$ cat src/rtl/u_dat_arb.sv
// Two-master arbiter for the single-port data SRAM; port 0 has fixed priority, with a starvation override for port 1.
// Latency: grant and SRAM mux are combinational (0 cycles); read data returns 1 cycle after the granted read.
// Backpressure: a denied master holds its request until its gnt is high; nothing is queued for it.
//
// Ports:
//   clk, rstn                      clock, asynchronous active-low reset
//   m0_a/we/wd/re -> m0_gnt        port 0 (LSU) request, combinational grant
//   m0_vld, m0_rd                  port 0 read return (vld registered)
//   m1_*                           same set for port 1 (DMA / debug loader)
//   dat_a/we/wd/re, dat_rd         SRAM side; dat_rd valid 1 cycle after dat_re
module u_dat_arb #(
    parameter int AW         = 16,
    parameter int STARVE_MAX = 4,
    localparam int CW        = $clog2(STARVE_MAX + 1)
) (
    input  logic          clk,
    input  logic          rstn,
    input  logic [AW-1:0] m0_a,
    input  logic [3:0]    m0_we,
    input  logic [31:0]   m0_wd,
    input  logic [3:0]    m0_re,
    output logic          m0_gnt,
    output logic          m0_vld,
    output logic [31:0]   m0_rd,
    input  logic [AW-1:0] m1_a,
    input  logic [3:0]    m1_we,
    input  logic [31:0]   m1_wd,
    input  logic [3:0]    m1_re,
    output logic          m1_gnt,
    output logic          m1_vld,
    output logic [31:0]   m1_rd,
    output logic [AW-1:0] dat_a,
    output logic [3:0]    dat_we,
    output logic [31:0]   dat_wd,
    output logic [3:0]    dat_re,
    input  logic [31:0]   dat_rd
);

    localparam logic [CW-1:0] SMAX = CW'(STARVE_MAX);

    // Owner of the read currently in flight inside the SRAM.
    typedef enum logic [1:0] {
        OWN_NONE = 2'd0,
        OWN_M0   = 2'd1,
        OWN_M1   = 2'd2
    } own_t;

    own_t          own_q;
    own_t          own_d;
    logic [CW-1:0] starve_cnt;
    logic          frc;
    logic          req0;
    logic          req1;
    logic          gnt0;
    logic          gnt1;

    assign req0 = (|m0_we) | (|m0_re);
    assign req1 = (|m1_we) | (|m1_re);

    // Port 1 takes priority only once it has waited STARVE_MAX cycles.
    assign frc = (starve_cnt == SMAX);

    // Grants are gated by rstn so no SRAM access is issued while in reset.
    assign gnt1 = rstn & req1 & (frc | ~req0);
    assign gnt0 = rstn & req0 & ~gnt1;

    assign m0_gnt = gnt0;
    assign m1_gnt = gnt1;

    // SRAM mux: all-zero when idle so the macro sees no spurious access.
    always_comb begin
        dat_a  = '0;
        dat_we = '0;
        dat_wd = '0;
        dat_re = '0;
        if (gnt0) begin
            dat_a  = m0_a;
            dat_we = m0_we;
            dat_wd = m0_wd;
            dat_re = m0_re;
        end else if (gnt1) begin
            dat_a  = m1_a;
            dat_we = m1_we;
            dat_wd = m1_wd;
            dat_re = m1_re;
        end
    end

    // Starvation counter: counts consecutive denied cycles of a pending
    // port 1 request; a withdrawn request forgets its history.
    always_ff @(posedge clk or negedge rstn) begin
        if (!rstn) begin
            starve_cnt <= '0;
        end else if (!req1 || gnt1) begin
            starve_cnt <= '0;
        end else if (starve_cnt != SMAX) begin
            starve_cnt <= starve_cnt + 1'b1;
        end
    end

    // Read-owner FSM: state register.
    always_ff @(posedge clk or negedge rstn) begin
        if (!rstn) begin
            own_q <= OWN_NONE;
        end else begin
            own_q <= own_d;
        end
    end

    // Read-owner FSM: next state. Rewritten every cycle so alternating
    // back-to-back reads each return to the right master.
    always_comb begin
        own_d = OWN_NONE;
        if (gnt0 && (|m0_re)) begin
            own_d = OWN_M0;
        end else if (gnt1 && (|m1_re)) begin
            own_d = OWN_M1;
        end
    end

    // Read-owner FSM: outputs. Read data is steered only to the owner.
    always_comb begin
        m0_vld = 1'b0;
        m1_vld = 1'b0;
        m0_rd  = '0;
        m1_rd  = '0;
        case (own_q)
            OWN_M0: begin
                m0_vld = 1'b1;
                m0_rd  = dat_rd;
            end
            OWN_M1: begin
                m1_vld = 1'b1;
                m1_rd  = dat_rd;
            end
            default: ;
        endcase
    end

endmodule

$ cat config.mk
export PLATFORM = sky130hd
export DESIGN_NAME = u_dat_arb
export DESIGN_NICKNAME = d
export VERILOG_FILES = /design/src/rtl/u_dat_arb.sv
export SDC_FILE = /design/constraint.sdc
export NUM_CORES = 1
export LEC_CHECK = 0
export ABC_CLOCK_PERIOD_IN_PS = 3200
export CAP_MARGIN = 0
export CORE_AREA = 2 2 105 107
export CTS_CLUSTER_DIAMETER = 30
export DETAILED_ROUTE_END_ITERATION = 8
export DIE_AREA = 0 0 107 109
export GPL_TIMING_DRIVEN = 0
export PLACE_DENSITY_LB_ADDON = 0.15
export SLEW_MARGIN = 20
export SYNTH_ARGS = -nofsm -noshare
export SYNTH_HDL_FRONTEND = slang
export SYNTH_SLANG_ARGS = --single-unit
$ cat constraint.sdc
create_clock -name clk -period 3.2 [get_ports clk]
set_input_delay 0.96 -clock clk [delete_from_list [all_inputs] [get_ports clk]]
set_output_delay 0.96 -clock clk [all_outputs]
set_load 0.05 [all_outputs]
**After elaboration in Yosys (flattened, before gate mapping)**

Index checks and enable logic that the tools add are counted.

- Register bits: 5

- Muxes and demuxes: 16
- Add/sub/neg operators: 1
- Bitwise operators: 9
- Reductions and logical operators: 9
- Eq/ne operators: 4

Operators with widths:

| operator | count |
|---|---|
| 32-bit 2-to-1 mux | 4 |
| 16-bit 2-to-1 mux | 2 |
| 4-bit 2-to-1 mux | 4 |
| 4-bit OR reduction | 4 |
| 3-bit 2-to-1 mux | 2 |
| 1-bit AND | 4 |
| 2-bit 2-to-1 mux | 2 |
| 3-bit by 1-bit adder with 3-bit output (second input constant) | 1 |
| 3-bit equality test (second input constant) | 1 |
| 3-bit inequality test (second input constant) | 1 |
| 1-bit bitwise OR | 3 |
| 2-bit by 1-bit equality test with 1-bit output (second input constant) | 1 |
| 2-bit equality test (second input constant) | 1 |
| 1-bit logical AND | 2 |
| 1-bit 2-to-1 mux | 2 |
| 1-bit NOT | 2 |
| 2-bit nonzero test | 1 |
| 1-bit zero test | 1 |
| 1-bit logical OR | 1 |

**Logic depth before layout (Yosys ltp)**

- Depth in word-level cells: 9
- Gate-level depth with buffers: 8

**Least setup slack after synthesis**

Ideal clock, no wire load.

- Kind: input to output
- Start point: in m1_re[0]
- End point: out dat_a[10]
- Data required time: 2.240 ns
- Slack: -0.522 ns
- Arrival time: 2.762 ns
- Stages: 5
- Path through: nor4_2 a21oi_1 nor2_1 clkbuf_1 a22o_1

- Word-level cells in the longest chain between the ends: 7
- Elaborated cells between the ends (all ways): 8

RTL lines:

| element | RTL line | source |
|---|---|---|
| start, declared | 28 | `input logic [3:0] m1_re,` |
| 4-bit OR reduction | 58 | `assign req1 = (\|m1_we) \| (\|m1_re);` |
| 1-bit bitwise OR | 58 |  |
| 1-bit AND (2 in a row) | 64 | `assign gnt1 = rstn & req1 & (frc \| ~req0);` |
| 1-bit NOT | 65 | `assign gnt0 = rstn & req0 & ~gnt1;` |
| 1-bit AND | 65 |  |
| named net m0_gnt | 22 | `output logic m0_gnt,` |
| 16-bit 2-to-1 mux | 76 | `if (gnt0) begin` |
| end, declared | 32 | `output logic [AW-1:0] dat_a,` |

The timed path passes the listed nets, and every way through them passes these cells.

**Worst setup path after layout**

- Start point: in m0_we[3]
- End point: out dat_wd[16]

- Word-level cells in the longest chain between the ends: 8
- Elaborated cells between the ends (all ways): 10

RTL lines:

| element | RTL line | source |
|---|---|---|
| start, declared | 19 | `input logic [3:0] m0_we,` |
| 4-bit OR reduction (*) | 57 | `assign req0 = (\|m0_we) \| (\|m0_re);` |
| 1-bit bitwise OR (*) | 57 |  |
| 1-bit NOT | 64 |  |
| 1-bit bitwise OR | 64 |  |
| 1-bit AND | 64 |  |
| 1-bit NOT | 65 |  |
| 1-bit AND | 65 |  |
| 32-bit 2-to-1 mux (*) | 76 |  |
| end, declared | 34 | `output logic [31:0] dat_wd,` |

Every way passes the cells marked *; elsewhere a longest branch is shown, timed or not.

==> results.sh <==
export IMPL_grt_busiest_layer="met2"
export IMPL_detail_route_vias_per_cell=4.21
export IMPL_vias=2592
export IMPL_placeableCoreArea_mm2=0.0106
export IMPL_synth_nets=321
export IMPL_fin_cells=615
export IMPL_power_internal_mw=1.50
export IMPL_worst_ir_drop_vdd_mv=0.342
export IMPL_min_delay_worst_endpoint="starve_cnt[0]"
export IMPL_clock_tree_buffer_depth=2
export IMPL_globalRouteMet2Util=0.299
export IMPL_cts_tree="built"
export IMPL_crit_chain="buf_6 -> or4_4 -> o21ai_2 -> and3b_2 -> buf_12 -> buf_12 -> buf_12 -> a22o_4 -> buf_8"
export IMPL_dpl_instance_area_mm2=0.00475
export IMPL_io_pins=270
export IMPL_cp_buffers_inverters=5
export IMPL_antenna_cells_inserted=0
export IMPL_pwr_share_comb=0.929
export IMPL_crit_arrival_ns=2.65
export IMPL_yosys_area_top_type_share=0.342
export IMPL_x_dimension_of_the_die_um=107
export IMPL_met1_usage=0.157
export IMPL_setup_viol=58
export IMPL_clk_transition_reported_paths_ns=0.04
export IMPL_slew_limit_headroom=0.640
export IMPL_syn2layout_area_growth_pct=290
export IMPL_relative_contribution_of_the_clock_network_to_total_power=0.037
export IMPL_drive_above_1_share=0.389
export IMPL_dp_hpwl_um=7930
export IMPL_cts_root_buf="clkbuf_8"
export IMPL_grt_setup_unrepaired="true"
export IMPL_yosysSeqAreaShare=0.0905
export IMPL_hold_class="reg -> reg"
export IMPL_finish_net_count=624
export IMPL_placementRows=38
export IMPL_grt_ovfl_total=0
export IMPL_clk_insertion_delay_late_ns=0.22
export IMPL_critical_path_required_ns=2.24
export IMPL_synthesis_area_per_instance_um2=7.99
export IMPL_hold_worst_slack_ns=0.600
export IMPL_timing_critical_path_max_delay_family="simple AND/OR/NAND/NOR gates"
export IMPL_timing_hold_worst_path_depth=2
export IMPL_global_routing_usage_on_met3=0.0550
export IMPL_design_die_area_mm2=0.0117
export IMPL_cts_buffers_inserted=3
export IMPL_cts_hold_buffers_added=0
export IMPL_cp_slowest_cell="or4_4"
export IMPL_grt_pass1_vias=2772
export IMPL_synth_area_top_cells="a22o_1 34%, and2_1 29%, dfrtp_1 9.0%"
export IMPL_violations="setup timing"
export IMPL_maxCapViolations=0
export IMPL_ys_warnings_count=0
export IMPL_drc_errors=0
export IMPL_postRouteWirelength_um=9710
export IMPL_cp_max_stage_delay_ns=0.53
export IMPL_placed_cells_incl_taps=582
export IMPL_first_iter_violations=79
export IMPL_cts_num_sinks=5
export IMPL_ys_ff_latch=5
export IMPL_wire_length_of_the_first_global_routing_pass_um=14100
export IMPL_seq_power_share=0.034
export IMPL_power_static_leakage_nw=2.67
export IMPL_final_min_period_over_clock_period=1.13
export IMPL_routabilityCongestion=0.764
export IMPL_maxSlewViolCount=0
export IMPL_cp_common_cell="buf_12"
export IMPL_yosysUniqueCellTypes=28
export IMPL_antenna_found_initial=0
export IMPL_crit_fanout=5
export IMPL_critPathKind="in -> out"
export IMPL_r2r_setup_slack_ns=1.08
export IMPL_transition_at_the_pin_with_the_smallest_max_transition_slack_ns=0.543
export IMPL_detailedPlace_worstSlack_ns=-1.44
export IMPL_finalHoldViolCount=0
export IMPL_area_taken_by_multi_input_logic_gates_mm2=0.00162
export IMPL_first_pass_iters=4
export IMPL_cell_area_after_synthesis_mm2=0.00138
export IMPL_cts_max_level=1
export IMPL_cellPowerDensity_mw_per_mm2=584
export IMPL_regToRegEndpoint="starve_cnt[2]"
export IMPL_cp_end_kind="primary output"
export IMPL_track_usage=0.152
export IMPL_post_route_worst_setup_slack_ns=-0.413
export IMPL_min_delay_start="starve_cnt[0]"
export IMPL_period_minus_ws_final_ns=3.61
export IMPL_outcome="complete, but fails checks"
export IMPL_buffer_ports_inserted=269
export IMPL_start_util=0.130
export IMPL_power_switching_share=0.523
export IMPL_skew_ns=0.00130
export IMPL_total_of_fill_cells_in_the_finished_design=984
export IMPL_worst_setup_path_start_kind="primary input"
export IMPL_reg2reg_depth=11
export IMPL_timing_fmax_ghz=0.277
export IMPL_setup_total_negative_slack_ns=-19.44
export IMPL_critical_path_reg2reg_startpoint="starve_cnt[0]"
export IMPL_post_route_cell_area_mm2=0.00539
export IMPL_ant_nets=0
export IMPL_wire_per_inst_um=15.8
export IMPL_yosysTopAreaCell="a22o_1"
export IMPL_post_synth_inst_count=173
export IMPL_grt_max_degree=11
export IMPL_die_height_um=109
export IMPL_ff_latch_area_um2=125
export IMPL_power_net_switching_mw=1.65
## power by group through the flow
stage | Clock [mW] | Sequential, mW | Combinational (mW)
after floorplan | 0 | 0.105 | 1.74
after global placement | 0 | 0.108 | 2.56
after detailed placement | 0 | 0.108 | 2.56
after CTS | 0.115 | 0.107 | 2.91
after global routing | 0.122 | 0.113 | 3.06
final | 0.117 | 0.108 | 2.92
## worst max-delay path by stage
stage / from / end / slack [ns] / depth (start not counted)
2_1_floorplan: m0_we[0] / dat_a[10] / -0.11 / 6
3_3_place_gp: m1_re[0] / dat_wd[23] / -1.42 / 7
3_5_place_dp: m1_re[1] / dat_wd[23] / -1.44 / 7
4_1_cts: m0_re[2] / dat_a[14] / -0.39 / 9
5_1_grt: m0_we[3] / dat_wd[16] / -0.47 / 9
6_report: m0_we[3] / dat_wd[16] / -0.41 / 9
## cell usage in the layout, fill, tap and decap left out, drive strengths merged
cell | synthesis | routed
and2 | 66 | 66
and3b | 1 | 1
inv | 2 | 2
nand2 | 2 | 2
buf | 9 | 108
or4 | 2 | 2
nand3b | 1 | 1
clkbuf | 10 | 16
dfrtp | 5 | 5
nor4 | 2 | 2
xnor2 | 1 | 1
clkdlybuf4s15 | 0 | 2
dlygate4sd2 | 0 | 65
mux2i | 1 | 1
a22o | 56 | 56
o21ai | 3 | 3
nor2 | 2 | 2
nor2b | 4 | 4
clkdlybuf4s50 | 0 | 128
ha | 2 | 2
dlymetal6s2s | 0 | 2
a21oi | 1 | 1
nor3 | 3 | 3
## state kept, by name, summed over array words and instances (netlist names)
| name | flops |
|---|---|
| starve_cnt | 3 |
| own_q | 2 |
## cells by family (layout without fill, tap and decap cells)
group           count (synthesis)  count (layout)  synth area share
xor+xnor                        1               1           0.00634
mux                             1               1           0.00724
buf+inv                        21             323             0.126
flops                           5               5            0.0905
simple gates                   83              83             0.378
fa+ha+maj                       2               2            0.0181
compound gates                 60              60             0.374
## through the flow
step | total power, mW | utilization
3_3_place_gp | 2.67 | 0.448
4_1_cts | 3.13 | 0.499
5_1_grt | 3.30 | 0.508
3_5_place_dp | 2.67 | 0.448
2_1_floorplan | 1.84 | -
6_report | 3.15 | 0.508
## cell usage after synthesis, drive strengths merged
| library cell | count |
|---|---|
| mux2i | 1 |
| ha | 2 |
| or4 | 2 |
| o21ai | 3 |
| nand2 | 2 |
| and2 | 66 |
| a21oi | 1 |
| nor4 | 2 |
| buf | 9 |
| nand3b | 1 |
| and3b | 1 |
| a22o | 56 |
| xnor2 | 1 |
| nor2 | 2 |
| nor2b | 4 |
| inv | 2 |
| dfrtp | 5 |
| nor3 | 3 |
| clkbuf | 10 |
## metal layers
metal | routed length [um] | up-vias
met5 | 0 | -
met4 | 81 | 0
met3 | 1160 | 6
met2 | 5250 | 166
met1 | 3210 | 1178
li1 | - | 1242
## final cells by class
type / instances / area share
repair buffers: 298 / 0.591
flip-flops and latches: 5 / 0.0232
clock buffers: 4 / 0.00836
well taps: 140 / 0.0325
plain buffers: 19 / 0.0439
multi-input cells: 147 / 0.300
inverters: 2 / 0.00139
## timing repair
| item | 4_1_cts | 5_1_grt |
|---|---|---|
| resized for setup | 599 | 23 |
| cloned | 3 | 3 |
| setup buffers | 20 | 6 |
| setup endpoints to repair | 122 | 60 |
| pin swaps | 9 | 21 |
## worst reg2reg max path, stage by stage (launching register included)
cell and delay, ns:
dfrtp_1 0.38, inv_1 0.06, ha_1 0.20, nand2_1 0.19, o21ai_2 0.10, and3b_2 0.25
buf_12 0.15, buf_6 0.13, buf_12 0.12, buf_4 0.12, buf_4 0.12, nor3_1 0.20
(Power assumes the default switching activity.)
